[config.mk]
export PLATFORM = sky130hd
export DESIGN_NAME = cpu_if_arbiter
export DESIGN_NICKNAME = d
export VERILOG_FILES = /design/src/rtl/cpu_if_arb_pkg.sv /design/src/rtl/cpu_if_arb_rr.sv /design/src/rtl/cpu_if_arbiter.sv
export SDC_FILE = /design/constraint.sdc
export NUM_CORES = 1
export LEC_CHECK = 0
export BUFFER_PORTS_ARGS = -buffer_cell sky130_fd_sc_hd__buf_2
export CORE_UTILIZATION = 48
export CTS_CLUSTER_DIAMETER = 30
export DETAILED_ROUTE_END_ITERATION = 8
export PLACE_DENSITY = 0.79
export SLEW_MARGIN = 20
export SYNTH_ARGS = -nofsm -noshare
export SYNTH_HDL_FRONTEND = slang
export SYNTH_HIERARCHICAL = 1
export SYNTH_SLANG_ARGS = --single-unit
[constraint.sdc]
create_clock -name clk -period 1.4 [get_ports clk]
set_input_delay 0.28 -clock clk [delete_from_list [all_inputs] [get_ports clk]]
set_output_delay 0.28 -clock clk [all_outputs]
set_load 0.01 [all_outputs]
[src/rtl/cpu_if_arb_pkg.sv]
// Shared types and constants for the CPU register-access arbiter.
package cpu_if_arb_pkg;

  typedef enum logic [1:0] {
    ST_IDLE,
    ST_ISSUE,
    ST_WAIT
  } arb_state_e;

  localparam logic [31:0] CPU_IF_TIMEOUT_DATA = 32'hDEAD_BEEF;

  typedef struct packed {
    logic        is_write;
    logic [31:2] addr;
    logic [31:0] wdata;
  } req_slot_t;

endpackage

[src/rtl/cpu_if_arb_rr.sv]
// Combinational round-robin picker: first pending index after last_grant, wrapping.
module cpu_if_arb_rr
  import cpu_if_arb_pkg::*;
#(
  parameter int unsigned NUM_REQ = 4,
  localparam int unsigned IW = $clog2(NUM_REQ)
) (
  input  logic [NUM_REQ-1:0] pending,
  input  logic [IW-1:0]      last_grant,
  output logic               valid,
  output logic [IW-1:0]      index
);

  int unsigned cand;

  always_comb begin
    valid = 1'b0;
    index = '0;
    cand  = 0;
    for (int unsigned off = 1; off <= NUM_REQ; off++) begin
      cand = (int'(last_grant) + off) % NUM_REQ;
      if (!valid && pending[IW'(cand)]) begin
        valid = 1'b1;
        index = IW'(cand);
      end
    end
  end

endmodule

[src/rtl/cpu_if_arbiter.sv]
// Round-robin arbiter sharing one downstream CPU register port among NUM_REQ requesters.
// Optional WAIT-state timeout enabled by defining CPU_IF_ARB_TIMEOUT_EN.
module cpu_if_arbiter
  import cpu_if_arb_pkg::*;
#(
  parameter int unsigned NUM_REQ        = 4,
  parameter int unsigned TIMEOUT_CYCLES = 1024,
  localparam int unsigned IW = $clog2(NUM_REQ)
) (
  input  logic                      clk,
  input  logic                      reset_n,
  input  logic [NUM_REQ-1:0]        r_cpu_if_read,
  input  logic [NUM_REQ-1:0]        r_cpu_if_write,
  input  logic [NUM_REQ-1:0][31:0]  r_cpu_if_write_data,
  input  logic [NUM_REQ-1:0][31:2]  r_cpu_if_address,
  output logic [31:0]               r_cpu_if_read_data,
  output logic [NUM_REQ-1:0]        r_cpu_if_access_complete,
  output logic                      m_cpu_if_read,
  output logic                      m_cpu_if_write,
  output logic [31:0]               m_cpu_if_write_data,
  output logic [31:2]               m_cpu_if_address,
  input  logic [31:0]               m_cpu_if_read_data,
  input  logic                      m_cpu_if_access_complete,
  output logic                      arb_busy,
  output logic [IW-1:0]             arb_grant_id,
  output logic                      timeout_err
);

  if (NUM_REQ < 2 || NUM_REQ > 8 || TIMEOUT_CYCLES < 4 || TIMEOUT_CYCLES > 65536)
  begin : g_bad_params
    $error("cpu_if_arbiter: parameter out of range");
  end

  arb_state_e             state_q, state_d;
  logic [NUM_REQ-1:0]     pending_q, pending_d;
  req_slot_t              slot_q [NUM_REQ];
  req_slot_t              slot_d [NUM_REQ];
  logic [IW-1:0]          grant_q, grant_d;
  logic [IW-1:0]          last_grant_q, last_grant_d;
  logic                   m_read_q, m_read_d;
  logic                   m_write_q, m_write_d;
  logic [31:0]            m_wdata_q, m_wdata_d;
  logic [31:2]            m_addr_q, m_addr_d;
  logic [31:0]            r_rdata_q, r_rdata_d;
  logic [NUM_REQ-1:0]     r_cmpl_q, r_cmpl_d;
  logic                   pick_valid;
  logic [IW-1:0]          pick_index;
  logic                   done;
  logic [31:0]            done_data;

`ifdef CPU_IF_ARB_TIMEOUT_EN
  localparam logic [15:0] TIMEOUT_LAST = 16'(TIMEOUT_CYCLES - 1);
  logic [15:0]            wait_cnt_q, wait_cnt_d;
  logic                   timeout_err_q, timeout_err_d;
`endif

  cpu_if_arb_rr #(.NUM_REQ(NUM_REQ)) u_rr (
    .pending    (pending_q),
    .last_grant (last_grant_q),
    .valid      (pick_valid),
    .index      (pick_index)
  );

  always_comb begin
    state_d      = state_q;
    pending_d    = pending_q;
    slot_d       = slot_q;
    grant_d      = grant_q;
    last_grant_d = last_grant_q;
    m_read_d     = 1'b0;
    m_write_d    = 1'b0;
    m_wdata_d    = m_wdata_q;
    m_addr_d     = m_addr_q;
    r_rdata_d    = r_rdata_q;
    r_cmpl_d     = '0;
    done         = 1'b0;
    done_data    = m_cpu_if_read_data;
`ifdef CPU_IF_ARB_TIMEOUT_EN
    wait_cnt_d    = wait_cnt_q;
    timeout_err_d = 1'b0;
`endif

    // A busy slot ignores new pulses; the slot being completed is still pending here.
    for (int unsigned i = 0; i < NUM_REQ; i++) begin
      if (!pending_q[i] && (r_cpu_if_read[i] || r_cpu_if_write[i])) begin
        pending_d[i]       = 1'b1;
        slot_d[i].is_write = r_cpu_if_write[i];
        slot_d[i].addr     = r_cpu_if_address[i];
        slot_d[i].wdata    = r_cpu_if_write_data[i];
      end
    end

    unique case (state_q)
      ST_IDLE: begin
        if (pick_valid) begin
          grant_d = pick_index;
          state_d = ST_ISSUE;
        end
      end
      ST_ISSUE: begin
        m_read_d  = !slot_q[grant_q].is_write;
        m_write_d = slot_q[grant_q].is_write;
        m_addr_d  = slot_q[grant_q].addr;
        m_wdata_d = slot_q[grant_q].wdata;
        state_d   = ST_WAIT;
`ifdef CPU_IF_ARB_TIMEOUT_EN
        wait_cnt_d = '0;
`endif
      end
      ST_WAIT: begin
        if (m_cpu_if_access_complete) begin
          done = 1'b1;
        end
`ifdef CPU_IF_ARB_TIMEOUT_EN
        else if (wait_cnt_q == TIMEOUT_LAST) begin
          done          = 1'b1;
          done_data     = CPU_IF_TIMEOUT_DATA;
          timeout_err_d = 1'b1;
        end else begin
          wait_cnt_d = wait_cnt_q + 16'd1;
        end
`endif
      end
      default: state_d = ST_IDLE;
    endcase

    if (done) begin
      r_rdata_d          = done_data;
      r_cmpl_d[grant_q]  = 1'b1;
      pending_d[grant_q] = 1'b0;
      last_grant_d       = grant_q;
      state_d            = ST_IDLE;
    end
  end

  always_ff @(posedge clk or negedge reset_n) begin
    if (!reset_n) begin
      state_q      <= ST_IDLE;
      pending_q    <= '0;
      slot_q       <= '{default: '0};
      grant_q      <= '0;
      last_grant_q <= IW'(NUM_REQ - 1);
      m_read_q     <= 1'b0;
      m_write_q    <= 1'b0;
      m_wdata_q    <= '0;
      m_addr_q     <= '0;
      r_rdata_q    <= '0;
      r_cmpl_q     <= '0;
`ifdef CPU_IF_ARB_TIMEOUT_EN
      wait_cnt_q    <= '0;
      timeout_err_q <= 1'b0;
`endif
    end else begin
      state_q      <= state_d;
      pending_q    <= pending_d;
      slot_q       <= slot_d;
      grant_q      <= grant_d;
      last_grant_q <= last_grant_d;
      m_read_q     <= m_read_d;
      m_write_q    <= m_write_d;
      m_wdata_q    <= m_wdata_d;
      m_addr_q     <= m_addr_d;
      r_rdata_q    <= r_rdata_d;
      r_cmpl_q     <= r_cmpl_d;
`ifdef CPU_IF_ARB_TIMEOUT_EN
      wait_cnt_q    <= wait_cnt_d;
      timeout_err_q <= timeout_err_d;
`endif
    end
  end

  assign r_cpu_if_read_data       = r_rdata_q;
  assign r_cpu_if_access_complete = r_cmpl_q;
  assign m_cpu_if_read            = m_read_q;
  assign m_cpu_if_write           = m_write_q;
  assign m_cpu_if_write_data      = m_wdata_q;
  assign m_cpu_if_address         = m_addr_q;
  assign arb_busy                 = (state_q != ST_IDLE);
  assign arb_grant_id             = grant_q;
`ifdef CPU_IF_ARB_TIMEOUT_EN
  assign timeout_err              = timeout_err_q;
`else
  assign timeout_err              = 1'b0;
`endif

endmodule

==> results of run 1 <==
==> final cells by class <==
class | count | area, sq um
Antenna cell | 8 | 20.0
Clock buffer | 98 | 2160
Clock inverter | 43 | 505
Fill cell | 1508 | 6020
Inverter | 3 | 11.3
Multi-Input combinational cell | 453 | 6080
Sequential cell | 362 | 9070
Tap cell | 396 | 495
Timing Repair Buffer | 778 | 6310
==> flip-flops by register name, indices dropped and copies added, names as in the netlist, 2 cells and up <==
signal and count:
slot_q 252, m_cpu_if_address 30, arb_grant_id 2, r_cpu_if_access_complete 4, state_q 2, pending_q 4
m_cpu_if_write_data 32, last_grant_q 2, r_cpu_if_read_data 32
==> power groups by stage <==
stage / clock [mW] / sequential (mW) / combinational (mW)
final: 18.6 / 19.5 / 21.7
after floorplan: 0 / 18.4 / 10.9
after CTS: 18.6 / 18.7 / 19.1
after detailed placement: 0 / 18.7 / 16.2
after global routing: 19.3 / 19.9 / 22.9
after global placement: 0 / 18.4 / 15.6
==> worst paths after layout <==
check                                        start                     end  slack [ns]  cells past startpoint
min reg2reg                            slot_q[130]             slot_q[130]        0.50                      1
max in group asynchronous                  reset_n              slot_q[81]        0.47                      3
max                                     state_q[1]                arb_busy       -0.33                      3
max reg2reg                        arb_grant_id[0]  m_cpu_if_write_data[6]       -0.32                      3
min                        r_cpu_if_write_data[94]              slot_q[93]        0.03                      2
min in group asynchronous                  reset_n  r_cpu_if_read_data[24]        0.18                      2
==> logic make-up (layout without fill, tap and decap cells) <==
| group | Yosys count | after routing | synth area share [%] |
|---|---|---|---|
| compound gates | 14 | 14 | 0.667 |
| buf+inv | 59 | 922 | 2.23 |
| flops | 362 | 362 | 60.4 |
| mux | 414 | 414 | 35.8 |
| other cells | 1 | 9 | 0.0250 |
| simple gates | 24 | 24 | 0.909 |
==> synth_stat cells, types with 2 or more instances <==
master	count	area [sq um]
a21oi_1	2	10.0
a31oi_1	5	31.3
buf_2	40	200
buf_6	8	90.1
clkbuf_1	7	26.3
dfrtp_1	360	9010
dfstp_2	2	52.6
inv_1	3	11.3
mux2_2	350	3940
mux4_2	63	1420
nand2b_1	5	31.3
nor2_1	3	11.3
nor3_1	8	40.0
o21bai_1	4	30.0
==> layer usage <==
layer  GRT usage (%)  routed length [um]  share of wire, %  vias up
met5               0                  23             0.042        -
met4            18.8                2830               5.2        4
met3            7.68                3470               6.4      195
met2            55.3               28500                52      574
met1            35.0               19700                36     6046
li1                -                   -                 -     4862
==> what timing repair did <==
action,CTS,global route
setup buffers,18,30
resized for setup,51,103
setup endpoints to repair,80,200
pin swaps,1,2
cloned,5,10
hold buffers,281,0
hold endpoints to repair,539,0
==> worst register-to-register path, stage by stage, from the launching register on <==
cell and delay, ns:
dfrtp_4 0.52, buf_16 0.21, mux4_2 0.56, mux2_4 0.31
==> key figures, run 1 <==
Cells and area
  • P&R area growth vs syn: 64.3%
  • Most frequent cells in the layout: buf_2 (374), dfrtp_1 (356), dlygate4sd3_1 (281)
  • Most common cell after layout, fill and taps aside: buf_2
  • Fin util: between 80% and 90%
  • Nets: just under 2000
  • Finished Cell Area: ~25000 sq um
  • Ratio of cells with drive above 1 in the final layout: about three fifths
  • Final cell count without fillers: approximately 2100

Outcome
  • Status: finished, violations left
  • Failing checks: setup timing

Floorplan
  • Die X: about 180 um
  • Die H: 179 um
  • Initial core utilization: approximately half
  • Core ar.: roughly 31000 sq um
  • Floorplan row count: 64
  • Die ar.: 32000 sq um
  • Io pins: 395

Worst setup path
  • Worst Path Class, Setup: flop to output pin
  • Crit path arrival time: about 1.5 ns
  • CP delay by family, top: flip-flops
  • Crit end category: output pin
  • Most numerous cell on the critical path: buf_6
  • Worst-path cell chain: buf_6, or2_4, buf_6
  • CP Max Fanout: 3
  • Worst setup SP type: flop
  • Crit-path slowest cell: dfrtp_2
  • Critical path required time: 1.12 ns
  • Delay of the slowest cell on the worst path: approximately 0.42 ns
  • Crit path buffers/inverters: 2

STA
  • RSZ-0062 raised after global routing: yes
  • Final hold vios: 0
  • Setup TNS Final: -23.20 ns
  • Endpoints failing setup: 151
  • WHS: between 0.02 and 0.03 ns
  • Max-slew violations: 0
  • Final Skew: ~0.024 ns
  • Final worst setup slack: -0.335 ns
  • Max Fclk: about 0.58 GHz
  • Crit share post-route: 124%
  • Fin crit period: approximately 1.7 ns

Clocking
  • H-tree depth: 3
  • Clock Latency Late Sink: between 0.5 and 0.6 ns
  • Sinks on Clock Net: 362
  • CTS max path bufs: 3
  • Clock slew seen by the registers of the worst setup and hold paths: ~0.040 ns
  • Clock Tree Root: clkbuf_16
  • CTS tree: yes
  • Total CTS buffers: between 70 and 80

Drt
  • DR pass1 iterations: 5
  • Antenna-violating nets left: 0
  • Initial DRC Count: 600
  • Wirelength per Cell: 25.4 um
  • DRC viols: 0
  • WL final: 54.5 mm
  • Vias: roughly 12000
  • Vias/cell: approximately 5.5

Yosys
  • Top_reg_cell synth: dfrtp_1
  • Post-synth EDFFs: 0
  • Distinct cell type count after synthesis: 28
  • Synth Warn #: 6
  • Synthesized Nets: around 1200
  • Syn Inst Count: a little under 900
  • Syn Area/Cell: 17.2 sq um
  • Post-synthesis sequential area ratio: 60.4%
  • Asr flop ratio synth: between 90% and 100%
  • Mapped Area: approximately 15000 sq um
  • Seq cells post-synth: between 300 and 400

Power and ir drop
  • Worst vdd ir: ~0.0013 V
  • Seq pwr share: between 30% and 40%
  • Clk network pwr share: between 30% and 40%
  • Combinational power share: between 30% and 40%
  • Total power: between 50 and 60 mW
  • Switching pwr: ~18 mW
  • Static Leak: 11.7 nW
  • P per Cell Area: 2420 nW/um^2
  • Internal: ~42 mW
  • Switch share: between 20% and 30%

Placement
  • RD Place Congestion: about 0.8
  • Post-DP Area: approximately 18000 sq um
  • Post-DP HPWL: around 26 mm
  • Worst slack at placement: -0.303 ns
  • IO buf count: between 300 and 400
  • Dpl cells: 1650

Global route
  • Antenna violations before repair: 10
  • GRT Resource Usage Total: between 30% and 40%
  • Vias in the first global route: between 10000 and 15000
  • Largest net degree at the start of global routing: 77
  • Grt total ovfl: 0
  • Global-route wire length before repair: ~75 mm

Run
  • Max Cap Viol: 0

Hold path
  • Tightest Hold Check Type: primary input to flop
Note: power is estimated with default switching activity, not from simulation.
==> inputs of run 2 (changes only) <==
==> constraint.sdc (replaced) <==
create_clock -name clk -period 1.4 [get_ports clk]
set_input_delay 0.21 -clock clk [delete_from_list [all_inputs] [get_ports clk]]
set_output_delay 0.21 -clock clk [all_outputs]
set_load 0.01 [all_outputs]
==> run 2 against run 1 <==
  * The run still ends with setup timing left
  * Fmax grew 1.2%
  * Die area is the same
  * Via count grew 2.1%
  * Design area grew 1.0%
  * First-iteration DRC count grew 8.5%
  * Clock power grew 5%
  * Flip-flop and latch count is the same
  * Non-clock buffer count shrank 1
  * Critical path depth grew 1
  * Combinational power shrank 3%
  * Worst hold slack lost 0.016 ns
==> key figures, run 2 (same netlist as run 1, synthesis figures left out) <==
Outcome
  • Status: finished, violations left
  • Failing checks: setup timing

Clocking
  • H-tree depth: 3 (unchanged)
  • CTS tree: yes
  • Sinks on Clock Net: 362 (unchanged)
  • Total CTS buffers: 79 (+2.6%)
  • Clock Latency Late Sink: 0.58 ns (about the same)
  • Clock slew seen by the registers of the worst setup and hold paths: 0.05 ns (about the same)
  • Clock Tree Root: clkbuf_16
  • CTS max path bufs: 3 (unchanged)

Drt
  • Vias: 11900 (+2.1%)
  • Vias/cell: 5.57 (+2.0%)
  • Wirelength per Cell: 26.9 um (+5.7%)
  • WL final: 57.6 mm (+5.8%)
  • DRC viols: 0 (unchanged)
  • DR pass1 iterations: 4 (-1)
  • Initial DRC Count: 651 (+8.5%)
  • Antenna-violating nets left: 0 (unchanged)

Cells and area
  • Most common cell after layout, fill and taps aside: buf_2
  • Fill cells: 1462 (-3.1%)
  • Finished Cell Area: 24900 sq um (+1.0%)
  • Most frequent cells in the layout: buf_2 (389), dfrtp_1 (358), dlygate4sd3_1 (289)
  • Max reg flops: 252 (unchanged)
  • P&R area growth vs syn: 65.9%
  • Nets: 1967 (+0.051%)
  • Ratio of cells with drive above 1 in the final layout: 60.1% (-1.1 points)
  • Largest register by flop count: slot_q

Worst setup path
  • Worst-path cell chain: buf_12, buf_16, mux4_2, mux2_4
  • Crit path buffers/inverters: 2 (unchanged)
  • Worst setup endpoint: m_cpu_if_write_data[7]
  • Critical path required time: 1.85 ns (+0.73 ns)
  • Worst setup SP type: flop
  • Worst Path Class, Setup: flop to flop
  • Setup crit start: arb_grant_id[0]
  • CP Max Fanout: 14 (+11)
  • CP delay by family, top: multiplexers
  • Delay of the slowest cell on the worst path: 0.56 ns (+0.14 ns)
  • Reg2reg end: m_cpu_if_write_data[7]
  • Worst r2r path cells: 4 (+1)
  • Crit end category: flop
  • Crit-path slowest cell: mux4_2
  • Register-to-register setup slack: -0.31 ns (about the same)
  • CP Depth: 4 (+1)
  • Crit path arrival time: 2.17 ns (+0.72 ns)
  • Reg2reg start: arb_grant_id[0]

STA
  • WHS: 0.0123 ns (-0.0165 ns)
  • Final worst setup slack: -0.315 ns (+0.0201 ns)
  • RSZ-0062 raised after global routing: yes
  • Max-slew violations: 0 (unchanged)
  • Max Fclk: 0.583 GHz (+1.2%)
  • Fin crit period: 1.71 ns (-0.0201 ns)
  • Final Skew: 0.0179 ns (-0.00644 ns)
  • Endpoints failing setup: 177 (+17%)
  • Final hold vios: 0 (unchanged)
  • Crit share post-route: 122% (-1.4 points)

Floorplan
  • Die H: 179 um (unchanged)
  • Die X: 179 um (unchanged)
  • Floorplan row count: 64 (unchanged)
  • Core ar.: 30700 sq um (unchanged)
  • Io pins: 395 (unchanged)
  • Initial core utilization: 48.9% (unchanged)
  • Die ar.: 32000 sq um (unchanged)

Run
  • Max Cap Viol: 0 (unchanged)

Global route
  • Routing usage on met3: 8.63% (+0.95 points)
  • Met1 Resource Use GR: 34.5% (-0.55 points)
  • Grt total ovfl: 0 (unchanged)
  • GR Util met2: 57.2% (+1.8 points)
  • Largest net degree at the start of global routing: 62 (-19%)
  • Antenna violations before repair: 7 (-3)
  • GRT busiest layer: met2
  • Global-route wire length before repair: 76.5 mm (+1.9%)
  • Vias in the first global route: 13700 (+1.9%)
  • GRT Resource Usage Total: 32.3% (+0.64 points)

Power and ir drop
  • Static Leak: 11.8 nW (+1.1%)
  • Worst vdd ir: 0.00150 V (+12%)
  • P per Cell Area: 2410 nW/um^2 (-0.44%)

Placement
  • Worst slack at placement: -0.305 ns (-0.00116 ns)
  • RD Place Congestion: 0.790 (-1.2%)
  • IO buf count: 393 (unchanged)
  • Post-DP Area: 17900 sq um (+0.17%)
  • Post-DP HPWL: 26.3 mm (+1.7%)

Hold path
  • Tightest Hold Check Type: primary input to flop
## run 2: how the worst min path moves through the flow
stage | startpoint | endpoint | slack [ns] | depth (start not counted)
2_1_floorplan | reset_n | arb_grant_id[0] | -0.09 | 0
3_3_place_gp | reset_n | r_cpu_if_read_data[18] | 0.13 | 1
3_5_place_dp | reset_n | r_cpu_if_read_data[18] | 0.13 | 1
4_1_cts | r_cpu_if_write[3] | pending_q[3] | 0.007 | 3
5_1_grt | r_cpu_if_write[3] | pending_q[3] | 0.03 | 3
6_report | r_cpu_if_write[3] | pending_q[3] | 0.01 | 3
## run 2: power breakdown
part | internal, mW | leakage, nW | switching [mW]
Sequential | 15.9 | 4.32 | 3.65
Combinational | 12.9 | 6.15 | 8.14
Clock | 13.2 | 1.34 | 6.25
## run 2: timing repair
action,CTS,global route
setup endpoints to repair,71,216
hold endpoints to repair,648,0
hold buffers,289,0
setup buffers,7,15
gates cloned,4,22
pin swaps,0,4
gates resized for setup,48,90
## run 2: through the flow
step                TNS [ns]  instances  power, mW  util, %
finish                -19.07       2143       60.1     81.2
CTS                   -17.99       2096       56.4     77.9
global route          -25.94       2140       62.1     81.2
detailed placement    -15.70       1654       34.9     58.3
global placement      -14.53       1654       34.0     58.3
floorplan             -11.10        874       29.3        -
## run 2: area by class of cell
cell class	count	area, sq um	area share, %
inverters	3	11.3	0.0452
diodes	10	25.0	0.100
well taps	396	495	1.99
clock buffers	103	2190	8.78
clock inverters	39	592	2.38
multi-input cells	453	6080	24.4
repair buffers	777	6440	25.9
flip-flops and latches	362	9070	36.4
## run 2: worst min-delay path: cells and delay by family
kind | cells | cell delay, ns
compound gates | 1 | 0.13
buf+inv | 1 | 0.13
simple gates | 1 | 0.07
## run 2: layer usage
layer | part of all wire [%] | wire [um]
met1 | 35 | 20300
met2 | 51 | 29500
met3 | 7.6 | 4380
met4 | 5.9 | 3410
met5 | 0.023 | 13
==> inputs of run 3 (changes only) <==
--- a/config.mk
+++ b/config.mk
@@ -9,6 +9,7 @@
 export CORE_UTILIZATION = 48
 export CTS_CLUSTER_DIAMETER = 30
 export DETAILED_ROUTE_END_ITERATION = 8
+export GPL_TIMING_DRIVEN = 0
 export PLACE_DENSITY = 0.79
 export SLEW_MARGIN = 20
 export SYNTH_ARGS = -nofsm -noshare
==> run 3 against run 2 <==
  * The flow finishes with violations (hold timing, setup timing)
  * Clock skew up 0.0046 ns
  * Setup slack gained 0.0031 ns
  * Register-to-register slack about the same
  * Fmax rose by 0.18%
  * Flip-flop and latch count unchanged
  * Cell count grew 0.84%
  * Sequential share of layout area increased by 0.090 points
  * Clock power shrank 4%
  * Critical path type unchanged
  * Critical endpoint is now m_cpu_if_address[4]
  * Largest cell class unchanged
  * Highest routed layer is now met4
==> key figures, run 3 (same netlist as run 1, synthesis figures left out) <==
Outcome
  • Status: finished, violations left
  • Failing checks: hold timing, setup timing

Clocking
  • CTS Hold Bufs: 294 (+1.7%)
  • Clock Latency Late Sink: 0.58 ns (about the same)
  • Total CTS buffers: 76 (-3.8%)
  • Sinks on Clock Net: 362 (unchanged)
  • H-tree depth: 3 (unchanged)
  • CTS max path bufs: 3 (unchanged)
  • Clock Tree Root: clkbuf_16
  • CTS tree: yes
  • Clock slew seen by the registers of the worst setup and hold paths: 0.06 ns (about the same)

Floorplan
  • Floorplan row count: 64 (unchanged)
  • Die X: 179 um (unchanged)
  • Io pins: 395 (unchanged)
  • Core ar.: 30700 sq um (unchanged)
  • Die H: 179 um (unchanged)
  • Initial core utilization: 48.9% (unchanged)
  • Die ar.: 32000 sq um (unchanged)

Global route
  • Global-route wire length before repair: 76.0 mm (-0.63%)
  • GR Util met2: 57.0% (-0.16 points)
  • GRT Resource Usage Total: 32.6% (+0.21 points)
  • Vias in the first global route: 13300 (-2.5%)
  • Met1 Resource Use GR: 35.9% (+1.4 points)
  • Largest net degree at the start of global routing: 103 (+66%)
  • Grt total ovfl: 0 (unchanged)
  • Antenna violations before repair: 11 (+4)
  • Routing usage on met3: 7.42% (-1.2 points)
  • GRT busiest layer: met2

Drt
  • DRC viols: 0 (unchanged)
  • Initial DRC Count: 689 (+5.8%)
  • Vias: 11700 (-1.7%)
  • Wirelength per Cell: 25.4 um (-5.6%)
  • DR pass1 iterations: 5 (+1)
  • Antenna-violating nets left: 0 (unchanged)
  • WL final: 54.9 mm (-4.8%)
  • Vias/cell: 5.43 (-2.5%)

STA
  • Fin crit period: 1.71 ns (-0.00314 ns)
  • Final Skew: 0.0224 ns (+0.00458 ns)
  • Final hold vios: 185 (+185)
  • Max-slew violations: 0 (unchanged)
  • RSZ-0062 raised after global routing: yes
  • Final worst setup slack: -0.312 ns (+0.00314 ns)
  • Worst Tran Pin Value: 0.516 ns
  • Slew headroom: 65.6%
  • Max Fclk: 0.584 GHz (+0.18%)
  • Crit share post-route: 122% (-0.22 points)
  • Endpoints failing setup: 157 (-11%)
  • WHS: -0.150 ns (-0.162 ns)
  • Setup TNS Final: -20.00 ns (-0.931 ns)

Worst setup path
  • Critical path required time: 1.86 ns (about the same)
  • Worst setup SP type: flop
  • Crit path arrival time: 2.17 ns (about the same)
  • Crit end category: flop
  • Worst Path Class, Setup: flop to flop
  • CP Max Fanout: 5 (-9)

Power and ir drop
  • Worst vdd ir: 0.00167 V (+11%)
  • P per Cell Area: 2360 nW/um^2 (-2.0%)
  • Static Leak: 11.6 nW (-1.7%)

Cells and area
  • Most frequent cells in the layout: buf_2 (392), dfrtp_1 (358), dlygate4sd3_1 (290)
  • Ratio of cells with drive above 1 in the final layout: 60.9% (+0.80 points)
  • Finished Cell Area: 24800 sq um (-0.30%)
  • Most common cell after layout, fill and taps aside: buf_2
  • Fill cells: 1491 (+2.0%)
  • Largest register by flop count: slot_q
  • Nets: 1985 (+0.92%)
  • P&R area growth vs syn: 65.4%
  • Max reg flops: 252 (unchanged)

Placement
  • Worst slack at placement: -0.584 ns (-0.279 ns)
  • IO buf count: 393 (unchanged)
  • Post-DP Area: 17600 sq um (-1.5%)
  • Post-DP HPWL: 27.2 mm (+3.3%)
  • RD Place Congestion: 0.810 (+2.4%)

Hold path
  • Tightest Hold Check Type: primary input to asynchronous set/reset pin

Run
  • Max Cap Viol: 0 (unchanged)
run 3: critical path: stages, from the launching register on:
cell	delay (ns)
dfrtp_2	0.43
clkbuf_16	0.20
buf_12	0.13
mux4_2	0.54
mux2_4	0.31
run 3: area by class of cell:
| class | count | area [sq um] | area share, % |
|---|---|---|---|
| Sequential cell | 362 | 9060 | 36.5 |
| Buffer | 51 | 757 | 3.05 |
| Inverter | 3 | 11.3 | 0.0454 |
| Tap cell | 396 | 495 | 2.00 |
| Clock inverter | 45 | 579 | 2.33 |
| Timing Repair Buffer | 747 | 5880 | 23.7 |
| Clock buffer | 91 | 2080 | 8.39 |
| Antenna cell | 13 | 32.5 | 0.131 |
| Multi-Input combinational cell | 453 | 5930 | 23.9 |
run 3: where the power goes:
| part | internal (mW) | switching (mW) |
|---|---|---|
| clock | 12.5 | 6.23 |
| combinational | 12.5 | 8.10 |
| sequential | 15.8 | 3.55 |
| total | 40.8 | 17.9 |
run 3: per-layer routing:
metal | share of wire (%) | up-vias | wire length [um]
met3 | 6.0 | 164 | 3280
met5 | 0 | - | 0
met4 | 4.9 | 0 | 2710
met1 | 36 | 6079 | 19700
met2 | 53 | 566 | 29100
li1 | - | 4916 | -
run 3: repair_timing:
item | 4_1_cts | 5_1_grt
setup endpoints to repair | 332 | 335
buffers inserted | 25 | 18
gates resized for setup | 144 | 117
gates cloned | 7 | 9
endpoints found under the hold margin | 509 | 185
pin swaps | 2 | 5
run 3: worst paths after layout:
| kind | slack [ns] | from | cells past startpoint | end |
|---|---|---|---|---|
| worst max-delay path | -0.31 | arb_grant_id[0] | 4 | m_cpu_if_address[4] |
| worst min-delay path | -0.15 | reset_n | 4 | slot_q[225] |
| worst max register to register | -0.31 | arb_grant_id[0] | 4 | m_cpu_if_address[4] |
| worst min register to register | 0.50 | slot_q[118] | 1 | slot_q[118] |
| max in group asynchronous | 0.39 | reset_n | 6 | slot_q[198] |
| min in group clk | 0.32 | r_cpu_if_read[2] | 5 | slot_q[125] |
run 3: metrics by stage:
| stage | total power, mW | util [%] | std cells |
|---|---|---|---|
| after floorplan | 29.3 | - | 874 |
| after global placement | 33.7 | 57.0 | 1663 |
| after detailed placement | 34.6 | 57.4 | 1667 |
| after CTS | 55.3 | 78.6 | 2129 |
| after global routing | 60.8 | 80.9 | 2160 |
| final | 58.7 | 80.9 | 2161 |
